<file path="src/rtl/pipeline_hazard_ctrl.sv">
// Pipeline sequencer for the 5-stage core: decides advance/hold/squash per stage, owns memory watchdog and stall counter.
// Controls are combinational from state+inputs; state, watchdog, drain and stall counters are registered.
module pipeline_hazard_ctrl #(
    parameter int MEM_TIMEOUT  = 255,
    parameter int DRAIN_CYCLES = 3,
    parameter int CNT_W        = 16
) (
    input  logic             clk,
    input  logic             rst_n,
    input  logic [2:0]       id_rs,
    input  logic             id_rs_used,
    input  logic [2:0]       id_rt,
    input  logic             id_rt_used,
    input  logic             id_halt,
    input  logic [2:0]       ex_dest,
    input  logic             ex_dest_valid,
    input  logic             ex_is_load,
    input  logic             ex_branch_taken,
    input  logic             mem_req,
    input  logic             mem_ready,
    output logic             pc_we,
    output logic             if_id_we,
    output logic             if_id_flush,
    output logic             id_ex_we,
    output logic             id_ex_flush,
    output logic             ex_mem_we,
    output logic             mem_wb_flush,
    output logic             halted,
    output logic             mem_fault,
    output logic [CNT_W-1:0] stall_cnt
);
    localparam int WAIT_W = $clog2(MEM_TIMEOUT + 2);
    localparam int DRN_W  = (DRAIN_CYCLES > 1) ? $clog2(DRAIN_CYCLES) : 1;
    localparam logic [WAIT_W-1:0] TMO      = WAIT_W'(MEM_TIMEOUT);
    localparam logic [DRN_W-1:0]  DRN_INIT = DRN_W'(DRAIN_CYCLES - 1);

    typedef enum logic [1:0] {RUN, MEMWAIT, DRAIN, HALTED} state_t;

    state_t             state, state_nxt;
    logic [WAIT_W-1:0]  wait_cnt, wait_nxt;
    logic [DRN_W-1:0]   drain_cnt, drain_nxt;
    logic               fault_set;
    logic               mem_hold, lduse, hold;

    assign mem_hold = mem_req & ~mem_ready;
    assign lduse    = ex_is_load & ex_dest_valid &
                      ((id_rs_used & (id_rs == ex_dest)) | (id_rt_used & (id_rt == ex_dest)));
    // Once waiting, only mem_ready releases the freeze.
    assign hold     = (state == MEMWAIT) ? ~mem_ready : mem_hold;
    assign halted   = (state == HALTED);

    always_ff @(posedge clk) begin
        if (!rst_n) begin
            state     <= RUN;
            wait_cnt  <= '0;
            drain_cnt <= '0;
            stall_cnt <= '0;
            mem_fault <= 1'b0;
        end else begin
            state     <= state_nxt;
            wait_cnt  <= wait_nxt;
            drain_cnt <= drain_nxt;
            if (fault_set)
                mem_fault <= 1'b1;
            if (!pc_we && state != HALTED && stall_cnt != '1)
                stall_cnt <= stall_cnt + 1'b1;
        end
    end

    always_comb begin
        state_nxt = state;
        wait_nxt  = wait_cnt;
        drain_nxt = drain_cnt;
        fault_set = 1'b0;
        case (state)
            RUN, MEMWAIT, DRAIN: begin
                if (hold) begin
                    if (state == RUN) begin
                        state_nxt = MEMWAIT;
                        wait_nxt  = WAIT_W'(1);
                    end else if (wait_cnt == TMO) begin
                        fault_set = 1'b1;
                        state_nxt = HALTED;
                    end else begin
                        wait_nxt = wait_cnt + 1'b1;
                    end
                end else begin
                    wait_nxt = '0;
                    if (state == DRAIN) begin
                        if (drain_cnt == '0)
                            state_nxt = HALTED;
                        else
                            drain_nxt = drain_cnt - 1'b1;
                    end else if (!ex_branch_taken && !lduse && id_halt) begin
                        state_nxt = DRAIN;
                        drain_nxt = DRN_INIT;
                    end else begin
                        state_nxt = RUN;
                    end
                end
            end
            default: state_nxt = state;
        endcase
    end

    always_comb begin
        pc_we        = 1'b1;
        if_id_we     = 1'b1;
        if_id_flush  = 1'b0;
        id_ex_we     = 1'b1;
        id_ex_flush  = 1'b0;
        ex_mem_we    = 1'b1;
        mem_wb_flush = 1'b0;
        if (!rst_n) begin
            pc_we        = 1'b0;
            if_id_we     = 1'b0;
            id_ex_we     = 1'b0;
            ex_mem_we    = 1'b0;
            if_id_flush  = 1'b1;
            id_ex_flush  = 1'b1;
            mem_wb_flush = 1'b1;
        end else if (state == HALTED) begin
            pc_we     = 1'b0;
            if_id_we  = 1'b0;
            id_ex_we  = 1'b0;
            ex_mem_we = 1'b0;
        end else if (hold) begin
            pc_we        = 1'b0;
            if_id_we     = 1'b0;
            id_ex_we     = 1'b0;
            ex_mem_we    = 1'b0;
            mem_wb_flush = 1'b1;
        end else if (state == DRAIN) begin
            pc_we       = 1'b0;
            if_id_we    = 1'b0;
            id_ex_flush = 1'b1;
        end else if (ex_branch_taken) begin
            if_id_flush = 1'b1;
            id_ex_flush = 1'b1;
        end else if (lduse || id_halt) begin
            pc_we       = 1'b0;
            if_id_we    = 1'b0;
            id_ex_flush = 1'b1;
        end
    end
endmodule
</file>
<file path="config.mk">
export PLATFORM = sky130hd
export DESIGN_NAME = pipeline_hazard_ctrl
export DESIGN_NICKNAME = d
export VERILOG_FILES = /design/src/rtl/pipeline_hazard_ctrl.sv
export SDC_FILE = /design/constraint.sdc
export NUM_CORES = 1
export LEC_CHECK = 0
export BUFFER_PORTS_ARGS = -buffer_cell sky130_fd_sc_hd__clkbuf_2
export CELL_PAD_IN_SITES_DETAIL_PLACEMENT = 1
export CELL_PAD_IN_SITES_GLOBAL_PLACEMENT = 2
export CORE_AREA = 2 2 84 86
export CTS_CLUSTER_DIAMETER = 150
export DETAILED_ROUTE_END_ITERATION = 12
export DIE_AREA = 0 0 86 88
export PLACE_DENSITY = 0.85
export SLEW_MARGIN = 20
export SYNTH_ARGS = -nofsm -noshare
export SYNTH_HDL_FRONTEND = slang
export SYNTH_SLANG_ARGS = --single-unit
</file>
<file path="constraint.sdc">
create_clock -name clk -period 2.25 [get_ports clk]
set_input_delay 0.45 -clock clk [delete_from_list [all_inputs] [get_ports clk]]
set_output_delay 0.45 -clock clk [all_outputs]
set_load 0.1 [all_outputs]
</file>
# Word-level counts from Yosys, hierarchy flattened
# Cells that the tools add are included.
# Widths: inputs -> output; s select.
# classes
n_addsub	3
reduce_logical	15
eq_ne	12
bitwise	8
muxes	40
# op_table
operator	n
$mux 1	28
$mux 9	3
$mux 2	9
$add 16x1->16 const B	1
$ne 16x16->1 const B	1
$add 9x1->9 const B	1
$eq 9x8->1 const B	1
$eq 3x3->1	2
$and 1x1->1	5
$eq 2x2->1 const B	2
$logic_and 1x1->1	4
$logic_not 2->1	2
$ne 2x2->1 const B	2
$reduce_and 4->1	1
$logic_not 1->1	3
$ne 3x1->1 const B	1
$ne 3x2->1 const B	1
$ne 3x3->1 const B	1
$reduce_and 3->1	1
$reduce_or 3->1	1
$eq 2x1->1 const B	1
$not 1->1	2
$reduce_and 2->1	1
$reduce_bool 2->1	1
other kinds (3)	3
# totals
elab_cells	83
inputBits	19
output_inout_bits	25
ff_bits	30

# Depth between registers and ports, before layout
# Gate-level depths: netlist of run 1.
# logic_depth
word_depth	14
ltp_mapped	9
mapped_depth_nobuf	9

# Worst setup path after synthesis of run 1
# OpenSTA, ideal clock, no wires.
# synth_path
kind	register to output
start	reg state[0]
end	out id_ex_we
path_buffers	2
stages_incl_launch_ff	5
t_arrival_ns	3.388
required_time_ns	1.800
path_slack_ns	-1.588
path_cell_list	dfxtp_1 -> and2_4 -> buf_6 -> nor3_1 -> buf_4
# synth_via
elab_cells_between_ends	6
cone_classes	eq/ne (2); mux (4)
# synth_rtl
element	line	text
start: declaration	39	state_t state, state_nxt;
start signal: assignment	60	state <= state_nxt;
$eq 2x2->1	-	
net halted	28	output logic halted,
$mux 1	122	end else if (state == HALTED) begin
$mux 1	114	if (!rst_n) begin
end: declaration	24	output logic id_ex_we,
# The timed path passes the listed nets, and every way through them passes these cells.

# Worst setup path in the final report of run 1
# layout_path
start	reg wait_cnt[1]
end	reg wait_cnt[5]
# layout_via
elab_chain_cells	4
elab_cells_between_ends	7
cone_classes	add/sub (1); eq/ne (2); mux (3); reduce/logical (1)
# layout_rtl
element	line	text
start: declaration	40	logic [WAIT_W-1:0] wait_cnt, wait_nxt;
start signal: assignment	61	wait_cnt <= wait_nxt;
$add 9x1->9	85	wait_nxt = wait_cnt + 1'b1;
$mux 9	81	end else if (wait_cnt == TMO) begin
$mux 9	78	if (state == RUN) begin
$mux 9	77	if (hold) begin
# Parallel ways exist; a longest one is shown, timed or not. The select of a mux whose other input is x is not followed.
# A chain may end at the register's enable or synchronous reset.

==> results of run 1 <==
[power breakdown]
group	total (uW)	leakage, uW	switching (uW)	internal, uW
registers	556	0.000254	16.6	539
logic	379	0.000659	247	132
clock network	456	0.0000482	209	246
total	1390	0.000961	472	917
[path summary, 6_finish.rpt]
kind | start | endpoint | slack [ns] | cells after the start
hold / removal | mem_fault | mem_fault | 0.48 | 2
setup reg to reg | wait_cnt[1] | wait_cnt[5] | 0.15 | 10
hold reg to reg | mem_fault | mem_fault | 0.48 | 2
setup / recovery | wait_cnt[1] | wait_cnt[5] | 0.15 | 10
[cell type report]
type / count / area [sq um] / share of cell area [%]
clock buffer: 7 / 86.3 / 3.46
multi-input combinational: 171 / 1130 / 45.2
tap: 80 / 100 / 4.02
sequential: 30 / 647 / 26.0
timing repair buffer: 66 / 497 / 19.9
inverter: 8 / 30.0 / 1.20
clock inverter: 1 / 5.00 / 0.201
[worst max-delay path, cell delays in order, from the launching register on]
cell and delay (ns):
dfxtp_1 0.33, ha_1 0.23, nand3_1 0.10, nor2_1 0.05, ha_1 0.20, o211a_1 0.14
maj3_2 0.36, buf_4 0.17, nor3_1 0.21, xnor2_1 0.15, nor2_1 0.05
[metal layers]
| layer | vias up | GRT usage, % |
|---|---|---|
| met2 | 23 | 25.7 |
| met5 | - | 0 |
| met1 | 871 | 16.7 |
| met4 | 0 | 3.90 |
| met3 | 6 | 4.24 |
| li1 | 908 | - |
[state kept, by name (all words and copies together) (netlist names)]
| name | cells |
|---|---|
| stall_cnt | 16 |
| wait_cnt | 9 |
| mem_fault | 1 |
| state | 2 |
| drain_cnt | 2 |
[metrics by stage]
stage          setup WS, ns  instances
4_1_cts             0.00907        361
2_1_floorplan        -0.203        219
3_5_place_dp        -0.0500        353
6_report              0.153        363
5_1_grt              0.0335        363
3_3_place_gp        -0.0243        353
[Yosys cell counts (all sizes together), types with 3 or more instances]
master	instances	area, sq um
nand2b	3	18.8
o31ai	6	45.0
and3	4	25.0
inv	8	30.0
a22oi	3	22.5
nor3	6	30.0
or3	7	48.8
ha	4	50.1
nand2	19	71.3
a21oi	13	65.1
or4	4	30.0
nand4	6	37.5
and2	3	21.3
clkbuf	5	18.8
nor2	28	108
dfxtp	30	601
nand3	7	35.0
mux2i	4	40.0
buf	5	42.5
nor4	5	31.3
xnor2	11	96.3
nor2b	4	25.0
o21ai	13	65.1
[cell families after synthesis]
kind of cell / after synthesis
flip-flops: 30
AO/OA/AOI/OAI: 50
multiplexers: 4
buffers and inverters: 18
AND/OR/NAND/NOR: 99
XOR/XNOR: 13
adder cells (fa/ha/maj): 5
[timing repair]
action | in CTS | in global routing
endpoints found under the hold margin | 0 | 0
setup endpoints to repair | 1 | 14
pin swaps | 0 | 1
resized for setup | 2 | 9
cloned | 0 | 0
buffers inserted | 0 | 2
==> metrics.md, run 1 <==
| Metric | Value |
|---|---|
| Outcome | `completed` |
| Xor and xnor area share after synthesis | `6.52%` |
| Cells after synthesis | `219` |
| M1 WL | `around 2.2 mm` |
| Clock tree root driver cell | `clkbuf_8` |
| Post-synthesis compound-gate area fraction | `between 10% and 20%` |
| Worst slew pin tran | `0.546 ns` |
| Final Hold Vio Count | `0` |
| Critical-path maximum fanout | `6` |
| Row count | `30` |
| Slew Limit Headroom | `63.8%` |
| Simple-Gate Fraction of Synth Area | `between 20% and 30%` |
| Setup TNS | `0 ns` |
| Dpl hpwl | `3.79 mm` |
| Worst hold path type | `flop to flop` |
| CP Launch Type | `flop` |
| Top Metal Used | `met4` |
| Final nets | `305` |
| Antenna Violating Nets Remaining | `0` |
| Cell area after layout | `2490 sq um` |
| WL met3 | `184 um` |
| Synth Warn # | `0` |
| Main combinational cell family by area after synthesis | `simple AND/OR/NAND/NOR gates` |
| Hold_buf cts | `0` |
| Commonest non-fill, non-tap cell in the layout | `clkbuf_2` |
| Sequential area share after synthesis | `about 34%` |
| Post-synth ARST share | `0%` |
| Leakage power | `a little under 0.001 uW` |
| Netlist cell types | `42` |
| Clk_lat worst skew | `0.29 ns` |
| I/O Buffers | `43` |
| Synth Area in Adders | `3.44%` |
| Total track usage | `14.4%` |
| Die area | `7570 sq um` |
| WL met2 | `2.52 mm` |
| Commonest non-fill, non-tap cells in the layout | `clkbuf_2, nor2_1, buf_4, nand2_1, dfxtp_1` |
| Routed WL | `4.92 mm` |
| Layout cell share with drive strength beyond 1 | `between 30% and 40%` |
| Synth Cell Area | `1750 sq um` |
| # setup viols final | `0` |
| Clk sink count | `30` |
| Worst Setup End Kind | `flop` |
| Num CTS Buffers | `5` |
| Post-synth EDFFs | `0` |
| Synthesized flop and latch total | `30` |
| Max-cap violation count | `0` |
| Core area | `6640 sq um` |
| Total gr overflow | `0` |
| Commonest register cell after synthesis | `dfxtp_1` |
| First-pass GRT wire length | `about 8.6 mm` |
| Part of the cycle the worst path needs | `93.2%` |
| Worst path arrival time | `around 2.3 ns` |
| Power per cell area | `558 nW/um^2` |
| Layout area overhead | `42.7%` |
| Period minus WS final | `2.10 ns` |
| IO Pins | `44` |
| Initial Utilization | `26.3%` |
| Initial antenna violation count | `0` |
| # H-tree levels | `2` |
| Unrepaired setup endpoints after global routing | `false` |
| Synth Net Count | `242` |
| Max Clk Rate | `~0.48 GHz` |
| Clk slew on worst S/H paths | `0.06 ns` |
| Hold WS | `0.484 ns` |
| Die Span Y | `88 um` |
| Avg WL per Cell | `13.6 um` |
| Vias in the first global route | `1846` |
| Synth Area per Inst | `7.98 sq um` |
| Mux cell area share after synthesis | `roughly 2.3%` |
| Final-layout fill cell count | `816` |
| Largest net degree at the start of global routing | `21` |
| Clock Path Buffers | `2` |
| Design Power | `1390 uW` |
| Drt pass-1 iters | `4` |
| Fin util | `37.5%` |
| Area of placed instances | `roughly 2300 sq um` |
| DRC Markers | `0` |
| CTS tree | `built` |
| Slew Limit Fails | `0` |
| VDD IR max | `about 0.00019 V` |
| GPL Wtd Cong | `0.745` |
| Antenna Cells | `0` |
| Required @ worst endpoint | `approximately 2.4 ns` |
| Vias per Instance | `4.98` |
| Vias | `roughly 1800` |
| Die width | `86 um` |
| Crit Path Class | `flop to flop` |
| Initial drt markers | `25` |
| Clock skew | `0.00166 ns` |
(Power assumes the default switching activity.)
==> inputs of run 2 (changes only) <==
--- a/config.mk
+++ b/config.mk
@@ -6,9 +6,11 @@
 export NUM_CORES = 1
 export LEC_CHECK = 0
 export BUFFER_PORTS_ARGS = -buffer_cell sky130_fd_sc_hd__clkbuf_2
+export CAP_MARGIN = 20
 export CELL_PAD_IN_SITES_DETAIL_PLACEMENT = 1
 export CELL_PAD_IN_SITES_GLOBAL_PLACEMENT = 2
 export CORE_AREA = 2 2 84 86
+export CTS_BUF_LIST = sky130_fd_sc_hd__clkbuf_4 sky130_fd_sc_hd__clkbuf_8 sky130_fd_sc_hd__clkbuf_16
 export CTS_CLUSTER_DIAMETER = 150
 export DETAILED_ROUTE_END_ITERATION = 12
 export DIE_AREA = 0 0 86 88
==> metrics.md, run 2 (same netlist as run 1, synthesis figures left out) <==
| Metric | Value |
|---|---|
| DRC Markers | `0` |
| Crit Path Class | `flop to flop` |
| Critical-path maximum fanout | `6` |
| Required @ worst endpoint | `between 2 and 2.5 ns` |
| Num CTS Buffers | `5` |
| Final-layout fill cell count | `817` |
| CTS tree | `built` |
| Clock skew | `around 0.0027 ns` |
| Commonest non-fill, non-tap cells in the layout | `clkbuf_2, nor2_1, buf_4, nand2_1, dfxtp_1` |
| Antenna Cells | `0` |
| Leakage power | `0.000965 uW` |
| Drt pass-1 iters | `4` |
| Outcome | `completed` |
| Antenna Violating Nets Remaining | `0` |
| Hold_buf cts | `0` |
| Avg WL per Cell | `between 10 and 15 um` |
| Max-cap violation count | `0` |
| Layout cell share with drive strength beyond 1 | `about two fifths` |
| First-pass GRT wire length | `8.65 mm` |
| Row count | `30` |
| Reg2Reg Depth | `10` |
| WHS Path Cells | `2` |
| Initial drt markers | `31` |
| GPL Wtd Cong | `0.745` |
| Final setup margin | `0.170 ns` |
| Part of the cycle the worst path needs | `92.5%` |
| Storage element area | `647 sq um` |
| Vias per Instance | `between 5 and 6` |
| IO Pins | `44` |
| Core area | `~6600 sq um` |
| Max Clk Rate | `roughly 0.48 GHz` |
| # setup viols final | `0` |
| Clock Path Buffers | `2` |
| Worst Setup End Kind | `flop` |
| Layout area overhead | `42.9%` |
| Slew Limit Headroom | `63.8%` |
| Clk_lat worst skew | `0.29 ns` |
| Total track usage | `roughly 14%` |
| Largest net degree at the start of global routing | `21` |
| Top reg by flops | `stall_cnt` |
| Clock power share | `approximately 33%` |
| Design Power | `1400 uW` |
| Largest registers | `stall_cnt: 16 flops, wait_cnt: 9 flops` |
| Area of placed instances | `2350 sq um` |
| Final Hold Vio Count | `0` |
| Clk sink count | `30` |
| CP Launch Type | `flop` |
| Clock tree root driver cell | `clkbuf_8` |
| Dpl hpwl | `roughly 3.8 mm` |
| Number of flip-flops in the largest register | `16` |
| Unrepaired setup endpoints after global routing | `false` |
| Initial Utilization | `between 20% and 30%` |
| Die width | `86 um` |
| Slew Limit Fails | `0` |
| Vias | `1817` |
| Total gr overflow | `0` |
| Period minus WS final | `2.08 ns` |
| VDD IR max | `0.000186 V` |
| Worst hold path type | `flop to flop` |
| Worst slew pin tran | `0.546 ns` |
| Sw Ratio | `33.7%` |
| Vias in the first global route | `~1900` |
| NetSw | `472 uW` |
| Routed WL | `4.96 mm` |
| Setup TNS | `0 ns` |
| Int Pwr | `~930 uW` |
| # H-tree levels | `2` |
| Pre-CTS setup slack | `-0.0500 ns` |
| Initial antenna violation count | `0` |
| Worst path arrival time | `2.26 ns` |
| Commonest non-fill, non-tap cell in the layout | `clkbuf_2` |
| Die area | `7570 sq um` |
| Power per cell area | `561 nW/um^2` |
| I/O Buffers | `43` |
| Die Span Y | `88 um` |
| Gate power share | `27.0%` |
| Clk slew on worst S/H paths | `0.06 ns` |
| Area of the multi-input gates | `1130 sq um` |
| Cell area after layout | `around 2500 sq um` |
| Sequential share of power | `between 30% and 40%` |
| Final nets | `a little over 300` |
-- run 2: changes by cell type in the layout (fill, tap and decap cells not counted) --
| cell | change |
|---|---|
| clkbuf_4 | +1 |
| clkbuf_1 | -1 |
-- run 2: what timing repair did --
action / 4_1_cts / 5_1_grt
setup endpoints to repair: 1 / 14
buffers inserted: 0 / 2
gates cloned: 0 / 0
gates resized for setup: 2 / 9
pin swaps: 0 / 1
-- run 2: worst paths after layout --
kind,slack (ns),to,from
max,0.17,wait_cnt[5],wait_cnt[1]
min,0.48,mem_fault,mem_fault
max reg2reg,0.17,wait_cnt[5],wait_cnt[1]
min reg2reg,0.48,mem_fault,mem_fault
-- run 2: stage by stage --
step | std cells | hold WS (ns) | util, %
after global placement | 353 | 0.467 | 35.3
after detailed placement | 353 | 0.474 | 35.3
after floorplan | 219 | 0.449 | -
final | 363 | 0.484 | 37.6
after global routing | 363 | 0.513 | 37.6
after CTS | 361 | 0.497 | 36.9
-- run 2: layout make-up --
type	instances	share of cell area, %
clock buffers	7	3.61
clock inverters	1	0.201
inverters	8	1.20
multi-input cells	171	45.2
flip-flops and latches	30	25.9
well taps	80	4.01
repair buffers	66	19.9
-- run 2: power by group through the flow --
stage | combinational, uW | clock [uW] | sequential, uW
2_1_floorplan | 196 | 0 | 621
3_3_place_gp | 368 | 0 | 567
6_report | 379 | 467 | 556
4_1_cts | 376 | 494 | 556
5_1_grt | 406 | 516 | 558
3_5_place_dp | 373 | 0 | 568
-- run 2: per-layer routing --
layer / global-route usage (%) / wire [um]
met3: 4.24 / 183
met2: 25.9 / 2570
met5: 0 / 0
met1: 16.7 / 2150
met4: 3.90 / 53
-- run 2: worst max-delay path: stages (launching register included) --
cell     delay, ns
dfxtp_1       0.33
ha_1          0.23
nand3_1       0.09
nor2_1        0.05
ha_1          0.20
o211a_1       0.14
maj3_2        0.36
buf_4         0.17
nor3_1        0.21
xnor2_1       0.15
nor2_1        0.05
==> inputs of run 3 (changes only) <==
--- a/config.mk
+++ b/config.mk
@@ -9,12 +9,12 @@
 export CAP_MARGIN = 20
 export CELL_PAD_IN_SITES_DETAIL_PLACEMENT = 1
 export CELL_PAD_IN_SITES_GLOBAL_PLACEMENT = 2
-export CORE_AREA = 2 2 84 86
+export CORE_AREA = 2 2 77 79
 export CTS_BUF_LIST = sky130_fd_sc_hd__clkbuf_4 sky130_fd_sc_hd__clkbuf_8 sky130_fd_sc_hd__clkbuf_16
 export CTS_CLUSTER_DIAMETER = 150
 export DETAILED_ROUTE_END_ITERATION = 12
-export DIE_AREA = 0 0 86 88
-export PLACE_DENSITY = 0.85
+export DIE_AREA = 0 0 79 81
+export PLACE_DENSITY = 0.93
 export SLEW_MARGIN = 20
 export SYNTH_ARGS = -nofsm -noshare
 export SYNTH_HDL_FRONTEND = slang
==> constraint.sdc (replaced) <==
create_clock -name clk -period 2.6 [get_ports clk]
set_input_delay 0.52 -clock clk [delete_from_list [all_inputs] [get_ports clk]]
set_output_delay 0.52 -clock clk [all_outputs]
set_load 0.1 [all_outputs]
==> metrics.md, run 3 (same netlist as run 1, synthesis figures left out) <==
| Metric | Value |
|---|---|
| Vias in the first global route | `about 1800` |
| Antenna Cells | `0` |
| NetSw | `405 uW` |
| Die Span Y | `between 80 and 90 um` |
| Period minus WS final | `about 2.5 ns` |
| Slowest library cell on the worst path | `a21oi_1` |
| Max Clk Rate | `0.401 GHz` |
| Buffers plus inverters on the worst setup path | `2` |
| Initial antenna violation count | `0` |
| Top reg by flops | `stall_cnt` |
| Layout area overhead | `31.6%` |
| Unrepaired setup endpoints after global routing | `false` |
| Area of placed instances | `2180 sq um` |
| Slew Limit Headroom | `54.1%` |
| Cell area after layout | `2300 sq um` |
| CP Launch Type | `primary input` |
| Sequential share of power | `38.3%` |
| Slowest stage delay, CP | `about 0.37 ns` |
| Cells along the critical path | `clkbuf_2 -> xnor2_1 -> nand4_1 -> a21oi_1 -> nor4_1 -> o31ai_4 -> buf_12` |
| Layout cell share with drive strength beyond 1 | `31.3%` |
| Core area | `5680 sq um` |
| Vias per Instance | `slightly above 5` |
| GPL Wtd Cong | `0.762` |
| DRC Markers | `0` |
| Slew Limit Fails | `0` |
| Avg WL per Cell | `14.2 um` |
| Number of flip-flops in the largest register | `16` |
| First-pass GRT wire length | `8.38 mm` |
| Clk_lat worst skew | `0.28 ns` |
| Die area | `around 6400 sq um` |
| Clk sink count | `30` |
| Power per cell area | `roughly 550 nW/um^2` |
| Final nets | `291` |
| Gate power share | `between 20% and 30%` |
| Total track usage | `16.6%` |
| Clock skew | `0.0106 ns` |
| Commonest non-fill, non-tap cell in the layout | `clkbuf_2` |
| Leakage power | `0.000875 uW` |
| Worst Setup End Kind | `output port` |
| Vias | `1755` |
| Worst slew pin tran | `0.688 ns` |
| Final-layout fill cell count | `a little over 700` |
| Pre-CTS setup slack | `around 0.047 ns` |
| Clock power share | `38.6%` |
| CTS tree | `built` |
| Int Pwr | `869 uW` |
| Initial drt markers | `28` |
| Die width | `approximately 79 um` |
| Total gr overflow | `0` |
| Commonest non-fill, non-tap cells in the layout | `clkbuf_2, nor2_1, nand2_1, dfxtp_1, dfxtp_2` |
| Row count | `28` |
| Max-cap violation count | `0` |
| # setup viols final | `0` |
| VDD IR max | `0.000271 V` |
| Largest registers | `stall_cnt: 16 flops, wait_cnt: 9 flops` |
| Sw Ratio | `31.8%` |
| I/O Buffers | `43` |
| Design Power | `1270 uW` |
| Dpl hpwl | `3.70 mm` |
| IO Pins | `44` |
| Largest net degree at the start of global routing | `21` |
| Initial Utilization | `slightly above 30%` |
| Area of the multi-input gates | `1080 sq um` |
| Antenna Violating Nets Remaining | `0` |
| Worst path arrival time | `1.97 ns` |
| # Post-CTS Setup Buffers | `0` |
| Top delay family on crit path | `compound AO/OA/AOI/OAI gates` |
| Hold WS | `0.472 ns` |
| Clock tree root driver cell | `clkbuf_8` |
| Outcome | `completed` |
| Storage element area | `between 600 and 700 sq um` |
| Final setup margin | `between 0.1 and 0.15 ns` |
| Clk slew on worst S/H paths | `around 0.06 ns` |
| Routed WL | `4.87 mm` |
| Crit Path Class | `primary input to output port` |
| Worst hold path type | `flop to flop` |
| Part of the cycle the worst path needs | `between 90 and 100%` |
| Critical-path maximum fanout | `4` |
| Required @ worst endpoint | `between 2 and 2.5 ns` |
| Clock Path Buffers | `2` |
| # H-tree levels | `2` |
| Drt pass-1 iters | `4` |
| Final Hold Vio Count | `0` |
| Num CTS Buffers | `5` |
-- run 3: layout make-up --
| class | count | area share, % |
|---|---|---|
| Multi-Input combinational cell | 171 | 47.1 |
| Timing Repair Buffer | 52 | 15.7 |
| Sequential cell | 30 | 26.9 |
| Tap cell | 75 | 4.08 |
| Inverter | 8 | 1.31 |
| Clock buffer | 6 | 3.59 |
| Clock inverter | 1 | 1.31 |
-- run 3: through the flow --
step	TNS, ns	util [%]	instances
finish	0	40.5	343
CTS	0	40.4	343
detailed placement	0	38.4	336
floorplan	-0.418	-	219
global placement	0	38.4	336
global route	0	40.5	343
-- run 3: worst paths after layout --
| check | startpoint | to | slack (ns) | cells after the start |
|---|---|---|---|---|
| worst min register to register | mem_fault | mem_fault | 0.47 | 2 |
| worst max-delay path | ex_dest[2] | id_ex_flush | 0.11 | 7 |
| worst min-delay path | mem_fault | mem_fault | 0.47 | 2 |
| worst max register to register | wait_cnt[0] | wait_cnt[3] | 0.23 | 9 |
-- run 3: worst min-delay path, cell delays in order (launching register included) --
cell and delay (ns):
dfxtp_1 0.32, nor2_1 0.05, nor2_1 0.07
-- run 3: layer usage --
metal / GRT usage, % / part of all wire, %
met5: 0 / 0
met4: 6.38 / 1.4
met3: 3.67 / 3.3
met2: 31.0 / 51
met1: 18.3 / 44
-- run 3: what timing repair did --
item / CTS / global route
setup endpoints to repair: 0 / 1
hold buffers: 0 / 0
gates resized for setup: 0 / 1
-- run 3: power by group through the flow --
| stage | clock [uW] | sequential [uW] | combinational, uW |
|---|---|---|---|
| after detailed placement | 0 | 498 | 296 |
| after global routing | 525 | 489 | 314 |
| after global placement | 0 | 498 | 291 |
| after CTS | 505 | 488 | 297 |
| after floorplan | 0 | 544 | 166 |
| final | 491 | 487 | 295 |
